`config.mk`:
```
export PLATFORM = sky130hd
export DESIGN_NAME = pixel_fill_engine_flat
export DESIGN_NICKNAME = d
export VERILOG_FILES = /design/src/rtl/gpu_pkg.sv /design/src/rtl/pixel_fill_engine_if.sv /design/src/rtl/rect_clip.sv /design/src/rtl/pixel_fill_engine.sv /design/src/flat_wrapper.sv
export SDC_FILE = /design/constraint.sdc
export NUM_CORES = 1
export LEC_CHECK = 0
export ABC_AREA = 1
export BUFFER_PORTS_ARGS = -buffer_cell sky130_fd_sc_hd__buf_2
export CORE_ASPECT_RATIO = 0.6
export CORE_MARGIN = 8
export CORE_UTILIZATION = 55
export CTS_CLUSTER_SIZE = 28
export DETAILED_ROUTE_END_ITERATION = 6
export PLACE_DENSITY = 0.8
export REMOVE_ABC_BUFFERS = 1
export SKIP_LAST_GASP = 1
export SLEW_MARGIN = 20
export SYNTH_ARGS = -nofsm -noshare
export SYNTH_HDL_FRONTEND = slang
export SYNTH_SLANG_ARGS = --single-unit
```
`constraint.sdc`:
```
create_clock -name clk -period 3.5 [get_ports clk]
set_input_delay 0.7 -clock clk [delete_from_list [all_inputs] [get_ports clk]]
set_output_delay 0.7 -clock clk [all_outputs]
set_load 0.02 [all_outputs]
```
`src/rtl/gpu_pkg.sv`:
```
// Shared pixel-plane constants and types for the renderer and the fill engine.
package gpu_pkg;

  localparam int unsigned H_RES        = 320;
  localparam int unsigned V_RES        = 240;
  localparam int unsigned PIXEL_ADDR_W = 17;

  typedef enum logic [1:0] {
    IDLE,
    SETUP,
    FILL,
    DONE
  } fill_state_t;

  typedef logic [7:0] pixel_colour_t;

endpackage

```
`src/rtl/pixel_fill_engine_if.sv`:
```
// Command and VRAM write-port bundle of the fill engine.
interface pixel_fill_engine_if #(
  parameter int unsigned ADDR_W = gpu_pkg::PIXEL_ADDR_W
);
  import gpu_pkg::*;

  logic              cmd_valid;
  logic              cmd_ready;
  logic [8:0]        cmd_x;
  logic [7:0]        cmd_y;
  logic [8:0]        cmd_w;
  logic [7:0]        cmd_h;
  pixel_colour_t     cmd_color;
  logic [ADDR_W-1:0] vram_addr;
  pixel_colour_t     vram_d;
  logic              vram_we;
  logic              vram_ready;
  logic              busy;
  logic              done;

  // Engine side: consumes commands, drives the VRAM write port.
  modport slave (
    input  cmd_valid, cmd_x, cmd_y, cmd_w, cmd_h, cmd_color, vram_ready,
    output cmd_ready, vram_addr, vram_d, vram_we, busy, done
  );

  // Command source / arbiter side.
  modport master (
    output cmd_valid, cmd_x, cmd_y, cmd_w, cmd_h, cmd_color, vram_ready,
    input  cmd_ready, vram_addr, vram_d, vram_we, busy, done
  );

endinterface

```
`src/rtl/rect_clip.sv`:
```
// Clips a rectangle to the 320x240 plane and computes its first-row address.
module rect_clip
  import gpu_pkg::*;
#(
  parameter int unsigned ADDR_W = PIXEL_ADDR_W
) (
  input  logic [8:0]        x_i,
  input  logic [7:0]        y_i,
  input  logic [8:0]        w_i,
  input  logic [7:0]        h_i,
  output logic              empty_o,
  output logic [9:0]        eff_w_o,
  output logic [9:0]        eff_h_o,
  output logic [ADDR_W-1:0] row_base_o
);

  logic [9:0] rem_w;
  logic [9:0] rem_h;

  // Clip width/height at 10 bits; row base uses y*320 = (y<<8)+(y<<6).
  always_comb begin
    empty_o    = ({1'b0, x_i} >= 10'(H_RES)) || ({2'b00, y_i} >= 10'(V_RES)) ||
                 (w_i == '0) || (h_i == '0);
    rem_w      = 10'(H_RES) - {1'b0, x_i};
    rem_h      = 10'(V_RES) - {2'b00, y_i};
    eff_w_o    = ({1'b0, w_i} < rem_w) ? {1'b0, w_i} : rem_w;
    eff_h_o    = ({2'b00, h_i} < rem_h) ? {2'b00, h_i} : rem_h;
    row_base_o = (ADDR_W'(y_i) << 8) + (ADDR_W'(y_i) << 6) + ADDR_W'(x_i);
  end

endmodule

```
`src/rtl/pixel_fill_engine.sv`:
```
// Fills a clipped rectangle of one colour into pixel-plane VRAM, one pixel per granted cycle.
module pixel_fill_engine
  import gpu_pkg::*;
#(
  parameter int unsigned ADDR_W = PIXEL_ADDR_W
) (
  input  logic                clk,
  input  logic                reset,
  pixel_fill_engine_if.slave  bus
);

  fill_state_t       state_q, state_d;
  logic [8:0]        x_q, x_d;
  logic [7:0]        y_q, y_d;
  logic [8:0]        w_q, w_d;
  logic [7:0]        h_q, h_d;
  pixel_colour_t     colour_q, colour_d;
  logic [9:0]        eff_w_q, eff_w_d;
  logic [9:0]        eff_h_q, eff_h_d;
  logic [9:0]        col_q, col_d;
  logic [9:0]        row_q, row_d;
  logic [ADDR_W-1:0] row_base_q, row_base_d;
  logic [ADDR_W-1:0] addr_q, addr_d;

  logic              clip_empty;
  logic [9:0]        clip_eff_w;
  logic [9:0]        clip_eff_h;
  logic [ADDR_W-1:0] clip_row_base;

  rect_clip #(.ADDR_W(ADDR_W)) u_clip (
    .x_i        (x_q),
    .y_i        (y_q),
    .w_i        (w_q),
    .h_i        (h_q),
    .empty_o    (clip_empty),
    .eff_w_o    (clip_eff_w),
    .eff_h_o    (clip_eff_h),
    .row_base_o (clip_row_base)
  );

  // Next-state and datapath: latch command, clip, then walk columns and rows.
  always_comb begin
    state_d    = state_q;
    x_d        = x_q;
    y_d        = y_q;
    w_d        = w_q;
    h_d        = h_q;
    colour_d   = colour_q;
    eff_w_d    = eff_w_q;
    eff_h_d    = eff_h_q;
    col_d      = col_q;
    row_d      = row_q;
    row_base_d = row_base_q;
    addr_d     = addr_q;

    unique case (state_q)
      IDLE: begin
        if (bus.cmd_valid) begin
          x_d      = bus.cmd_x;
          y_d      = bus.cmd_y;
          w_d      = bus.cmd_w;
          h_d      = bus.cmd_h;
          colour_d = bus.cmd_color;
          state_d  = SETUP;
        end
      end
      SETUP: begin
        if (clip_empty) begin
          state_d = DONE;
        end else begin
          eff_w_d    = clip_eff_w;
          eff_h_d    = clip_eff_h;
          col_d      = '0;
          row_d      = '0;
          row_base_d = clip_row_base;
          addr_d     = clip_row_base;
          state_d    = FILL;
        end
      end
      FILL: begin
        if (bus.vram_ready) begin
          if (col_q != eff_w_q - 10'd1) begin
            col_d  = col_q + 10'd1;
            addr_d = addr_q + ADDR_W'(1);
          end else if (row_q != eff_h_q - 10'd1) begin
            col_d      = '0;
            row_d      = row_q + 10'd1;
            row_base_d = row_base_q + ADDR_W'(H_RES);
            addr_d     = row_base_q + ADDR_W'(H_RES);
          end else begin
            state_d = DONE;
          end
        end
      end
      DONE: begin
        state_d = IDLE;
      end
      default: begin
        state_d = IDLE;
      end
    endcase
  end

  // State and datapath registers; reset aborts any fill in progress.
  always_ff @(posedge clk or posedge reset) begin
    if (reset) begin
      state_q    <= IDLE;
      x_q        <= '0;
      y_q        <= '0;
      w_q        <= '0;
      h_q        <= '0;
      colour_q   <= '0;
      eff_w_q    <= '0;
      eff_h_q    <= '0;
      col_q      <= '0;
      row_q      <= '0;
      row_base_q <= '0;
      addr_q     <= '0;
    end else begin
      state_q    <= state_d;
      x_q        <= x_d;
      y_q        <= y_d;
      w_q        <= w_d;
      h_q        <= h_d;
      colour_q   <= colour_d;
      eff_w_q    <= eff_w_d;
      eff_h_q    <= eff_h_d;
      col_q      <= col_d;
      row_q      <= row_d;
      row_base_q <= row_base_d;
      addr_q     <= addr_d;
    end
  end

  assign bus.cmd_ready = (state_q == IDLE);
  assign bus.busy      = (state_q != IDLE);
  assign bus.done      = (state_q == DONE);
  assign bus.vram_we   = (state_q == FILL);
  assign bus.vram_addr = addr_q;
  assign bus.vram_d    = colour_q;

endmodule
```
`src/flat_wrapper.sv`:
```
// flat-port wrapper written by rule: the top's interface ports become plain ports
module pixel_fill_engine_flat import gpu_pkg::*;
#(
  parameter int unsigned ADDR_W = PIXEL_ADDR_W
)
  (clk, reset, bus_cmd_valid, bus_cmd_x, bus_cmd_y, bus_cmd_w, bus_cmd_h, bus_cmd_color, bus_vram_ready, bus_cmd_ready, bus_vram_addr, bus_vram_d, bus_vram_we, bus_busy, bus_done);
  pixel_fill_engine_if #(.ADDR_W(ADDR_W)) bus_i ();
  input  logic clk;
  input  logic reset;
  input wire logic [$bits(bus_i.cmd_valid)-1:0] bus_cmd_valid;
  input wire logic [$bits(bus_i.cmd_x)-1:0] bus_cmd_x;
  input wire logic [$bits(bus_i.cmd_y)-1:0] bus_cmd_y;
  input wire logic [$bits(bus_i.cmd_w)-1:0] bus_cmd_w;
  input wire logic [$bits(bus_i.cmd_h)-1:0] bus_cmd_h;
  input wire logic [$bits(bus_i.cmd_color)-1:0] bus_cmd_color;
  input wire logic [$bits(bus_i.vram_ready)-1:0] bus_vram_ready;
  output wire logic [$bits(bus_i.cmd_ready)-1:0] bus_cmd_ready;
  output wire logic [$bits(bus_i.vram_addr)-1:0] bus_vram_addr;
  output wire logic [$bits(bus_i.vram_d)-1:0] bus_vram_d;
  output wire logic [$bits(bus_i.vram_we)-1:0] bus_vram_we;
  output wire logic [$bits(bus_i.busy)-1:0] bus_busy;
  output wire logic [$bits(bus_i.done)-1:0] bus_done;
  assign bus_i.cmd_valid = bus_cmd_valid;
  assign bus_i.cmd_x = bus_cmd_x;
  assign bus_i.cmd_y = bus_cmd_y;
  assign bus_i.cmd_w = bus_cmd_w;
  assign bus_i.cmd_h = bus_cmd_h;
  assign bus_i.cmd_color = bus_cmd_color;
  assign bus_i.vram_ready = bus_vram_ready;
  assign bus_cmd_ready = bus_i.cmd_ready;
  assign bus_vram_addr = bus_i.vram_addr;
  assign bus_vram_d = bus_i.vram_d;
  assign bus_vram_we = bus_i.vram_we;
  assign bus_busy = bus_i.busy;
  assign bus_done = bus_i.done;
  pixel_fill_engine #(.ADDR_W(ADDR_W)) u_core (.clk(clk), .reset(reset), .bus(bus_i));
endmodule
```
# Word-level counts from Yosys, hierarchy flattened
# Cells that the tools add are included.
# op_classes
addsub	10
magnitude_cmp	4
n_eq_ne	12
muxes	25
bitwise_logic	1
n_reduce_logical	13
# op_table
op	count
$mux W17	6
$mux W10	9
$pmux W17 S2	2
$pmux W10 S2	2
$add A10 B1 Y10 const B	2
$ne A10 B10 Y1	2
$sub A10 B1 Y10 const B	2
$add A16 B14 Y17	1
$add A17 B1 Y17 const B	1
$add A17 B9 Y17	1
$add A17 B9 Y17 const B	1
$lt A8 B10 Y1	1
$lt A9 B10 Y1	1
$ne A2 B2 Y1 const B	5
$sub A9 B9 Y10 const A	1
$ge A9 B9 Y1 const B	1
$logic_not A9 Y1	1
$sub A8 B8 Y9 const A	1
$ge A8 B8 Y1 const B	1
$logic_not A8 Y1	1
$mux W2	4
$pmux W2 S4	1
$reduce_and A4 Y1	2
$reduce_and A5 Y1	1
10 further kinds	15
# word_totals
ff_bits	118
input_bits	46
output_inout_bits	29
elab_cells	77

# Depth between registers and ports, before layout
# logic_depth
word_depth	6
depth_mapped	18
depth_no_buf	18

# Modules after synthesis
# A second synthesis with hierarchy kept.
# hier_totals
cells_unflattened	1107
area_unflattened_um2	8448.1
# modules_own_cells
mod	instances	cells_per_inst	area_each_um2	seq_area_each_um2
pixel_fill_engine	1	846	6801.5	2952.8
rect_clip	1	261	1646.6	0.0

# Worst setup path after synthesis
# No wires, ideal clock.
# synth_timing
path_kind	register -> register
from	register u_core.y_q[0]
to	register u_core.eff_h_q[0]
arrival_ns	2.259
setup_slack_ns	1.110
stages_incl_launch_ff	15
synth_period_minus_slack_ns	2.390
cell_sequence	dfrtp_1 -> inv_1 -> ha_1 -> nand2_1 -> nand2_1 -> xnor2_1 -> ha_1 -> nand2_1 -> nor2_1 -> o211ai_1 -> o211ai_1 -> clkbuf_1 -> nand2_1 -> o211ai_1 -> o21ai_0
# synth_between
elab_chain_len	6
word_cells_on_any_way	9
cone_classes	add/sub (1); order compare (2); mux (1); bitwise (1); reduce/logical (4)
# synth_rtl
element	line	source
from (decl)	pixel_fill_engine.sv:14	logic [7:0] y_q, y_d;
from (signal assigned)	pixel_fill_engine.sv:122	y_q <= y_d;
branches (longest 6 deep; another with $lt A8 B10 Y1)	-	
to (signal assigned)	pixel_fill_engine.sv:127	eff_h_q <= eff_h_d;
to (decl)	pixel_fill_engine.sv:19	logic [9:0] eff_h_q, eff_h_d;
# Several ways; the timed one is not identified.
# A chain may end at the register's enable or synchronous reset.

# Worst setup path in the final report
# layout_timing
from	register u_core.eff_w_q[0]
to	register u_core.row_base_q[8]
# layout_between
elab_chain_len	4
# layout_rtl
element	line	source
from (decl)	pixel_fill_engine.sv:18	logic [9:0] eff_w_q, eff_w_d;
from (signal assigned)	pixel_fill_engine.sv:126	eff_w_q <= eff_w_d;
$sub A10 B1 Y10	pixel_fill_engine.sv:82	if (col_q != eff_w_q - 10'd1) begin
$ne A10 B10 Y1	pixel_fill_engine.sv:82	
$ne A2 B2 Y1 (no line)	-	
$reduce_and A5 Y1 (no line)	-	
to (signal assigned)	pixel_fill_engine.sv:130	row_base_q <= row_base_d;
to (decl)	pixel_fill_engine.sv:22	logic [ADDR_W-1:0] row_base_q, row_base_d;
# Every way passes these cells.

==> run summary <==
Crit-path max FO: 33
Max_slew headroom: 0.262
Final setup fails: 0
Diode count: 0
Setup crit start kind: flop
CP arrival: 3.30 ns
CTS clk-pin slew, worst paths: 0.06 ns
Hold WS: 0.427 ns
Total Routing Usage GR: 0.234
Power Total: 10.2 mW
Syn Inst Count: 1,143
Chip Height: 110 um
DR vias/cell: 5.53
Full die area: 19,100 um2
RSZ-0062 raised after global routing: false
Combinational fraction of design power: 0.580
PD cells: 1110 nW/um2
Switch share: 0.516
Number of flops mapped to enable cells by yosys: 0
Power Internal: 4.95 mW
Endpoint type of the worst setup path: flop
Simple-gate area share of the yosys netlist: 0.337
Synth Cell Area: 8170 um2
Routed WL per cell: 15.5 um
Worst R2R Path Depth: 13
Clk sink count: 117
Syn Area/Cell: 7.15 um2
Post-Synth XOR/XNOR Area: 0.0418
First-pass GRT wire length: 37,300 um
Commonest non-fill, non-tap cell in the layout: nand2_1
Via Count: 7,870
Post-synthesis async set-or-reset flop share: 1.00
First-iteration detailed-routing DRC count: 707
Period utilisation layout: 0.866
Post-DP HPWL: 16,300 um
Max-Cap Viols: 0
Synth unique cells: 40
Mux contribution to synthesized area: 0.0289
Flops & latches, synth: 117
Synth Area in Compound Gates: 0.0819
Placed insts: 1,390
First drt pass iteration count: 5
CTS tree: built
Min-Delay Path Class: input port to asynchronous set/reset pin
Core footprint: 14,500 um2
Chip width: 173 um
Leakage power: 4.78 nW
Cts bufs inserted: 17
Final GP Congestion: 0.936
CTS resizes: 0
Gr ovfl total: 0
Critical Path RT: 3.77 ns
# IOs: 75
Worst Setup SP: u_core.eff_w_q[0]
H-tree Lvls: 4
Post-Place Setup Slack: 0.548 ns
Root Driver: clkbuf_16
Outcome: completed
Worst skew pair latency: 0.43 ns
Minimum clock period: 3.03 ns
Final WS setup: 0.468 ns
Adder-cell share of the synthesized area: 0.0708
Setup Skew: 0.0174 ns
Fillcell total: 1,260
Sequential group share of total power: 0.255
FP Rows: 34
Layout Cells excl Fill: 1,422
DRC Markers: 0
Antenna-violating nets left: 0
Worst Setup Path Type: flop to flop
Post-synthesis sequential area ratio: 0.358
Clock group share of total power: 0.164
Largest net degree at the start of global routing: 63
Register Area: 2930 um2
Multi-input logic area: 4580 um2
Synth warn: 0
Post-synth top flop: dfrtp_1
Vias in the first global route: 7,496
Largest family of logic cells by synthesized area: simple AND/OR/NAND/NOR gates
Nets: 1,302
Sw Pwr: 5.28 mW
Fin. Hold Viols: 0
Port Buffer Count: 74
Area grow syn2layout: 13.2%
Setup Buffers After CTS: 0
Hold buffer count at cts: 0
Share of layout cells above drive strength 1: 0.150
Clock tree buffer depth: 2
Final Max Slew Viols: 0
Reg2reg start: u_core.eff_w_q[0]
Worst Max-Slew Pin Slew: 1.10 ns
Antenna violations before repair: 0
Post-Route WL: 22,100 um
Commonest cells after routing, fill and taps aside: nand2_1 (372), dfrtp_1 (117), inv_1 (114)
Starting density of the core: 0.563
Achievable Freq: 330 MHz
Max IR drop VDD: 0.850 mV
[routing by layer]
metal / share of wire / global-route usage / vias up / wire length (um)
met4: 0.017 / 0.0692 / 0 / 383
met3: 0.087 / 0.0541 / 44 / 1920
met2: 0.40 / 0.332 / 349 / 8840
li1: - / - / 3832 / -
met1: 0.49 / 0.345 / 3645 / 10900
met5: 0 / 0 / - / 0
[worst paths after layout]
| check | end | slack (ns) |
|---|---|---|
| max in group asynchronous | u_core.x_q[4] | 2.32 |
| min in group clk | u_core.row_base_q[4] | 0.49 |
| worst max-delay path | u_core.row_base_q[8] | 0.47 |
| worst max register to register | u_core.row_base_q[8] | 0.47 |
| worst min register to register | u_core.row_base_q[4] | 0.49 |
| worst min-delay path | u_core.row_q[3] | 0.43 |
[final cells by class]
type	count	share of cell area
clock buffer	18	0.0475
tap	198	0.0268
multi-input combinational	866	0.496
timing repair buffer	82	0.0479
clock inverter	14	0.0137
sequential	117	0.317
inverter	127	0.0518
[sequential cells by signal, summed over array words and instances, names as in the netlist, 9 cells and up]
name,flops
u_core.bus.vram_addr,17
u_core.row_base_q,17
u_core.col_q,10
u_core.eff_w_q,10
u_core.row_q,10
u_core.eff_h_q,9
u_core.w_q,9
u_core.x_q,9
[synth_stat cells (all sizes together), types with 7 or more instances]
cell type  instances  area share
inv              125       0.057
xnor2             14       0.015
o211ai            13       0.012
nand3            114       0.072
xor2              25       0.027
or2                7      0.0054
nand2            378        0.18
nor3              19       0.013
nor2             100       0.052
o21ai             54       0.036
dfrtp            117        0.36
nand4             19       0.015
a21oi             45       0.029
clkbuf            17      0.0080
buf               16       0.015
mux2              21       0.029
ha                43       0.066
[power by group through the flow]
stage	Sequential, mW	Clock [mW]	Combinational [mW]
2_1_floorplan	2.59	0	4.19
3_3_place_gp	2.58	0	5.63
3_5_place_dp	2.60	0	5.77
4_1_cts	2.59	1.69	5.88
5_1_grt	2.69	1.75	6.74
6_report	2.61	1.68	5.94
[cell families after synthesis]
| logic type | Yosys count |
|---|---|
| mux | 21 |
| flops | 117 |
| buf+inv | 160 |
| simple gates | 643 |
| fa+ha+maj | 45 |
| xor+xnor | 39 |
| compound gates | 118 |
[worst max-delay path: stages (launching register included)]
cell,delay (ns)
dfrtp_1,0.41
inv_2,0.09
ha_1,0.21
nand2_1,0.12
nor2_1,0.20
inv_2,0.06
nand3_1,0.08
nand2_1,0.10
nor2_4,0.12
nand3_4,0.31
a21oi_4,0.42
nand2_2,0.49
nand2_1,0.18
o21ai_1,0.09
[per-stage QoR]
stage | cell area, um2 | utilization | setup TNS (ns)
3_3_place_gp | 8680 | 0.598 | 0
5_1_grt | 9250 | 0.637 | 0
3_5_place_dp | 8680 | 0.598 | 0
6_report | 9250 | 0.637 | 0
2_1_floorplan | 7990 | - | -35.19
4_1_cts | 9250 | 0.637 | 0
Note: power is estimated with default switching activity, not from simulation.
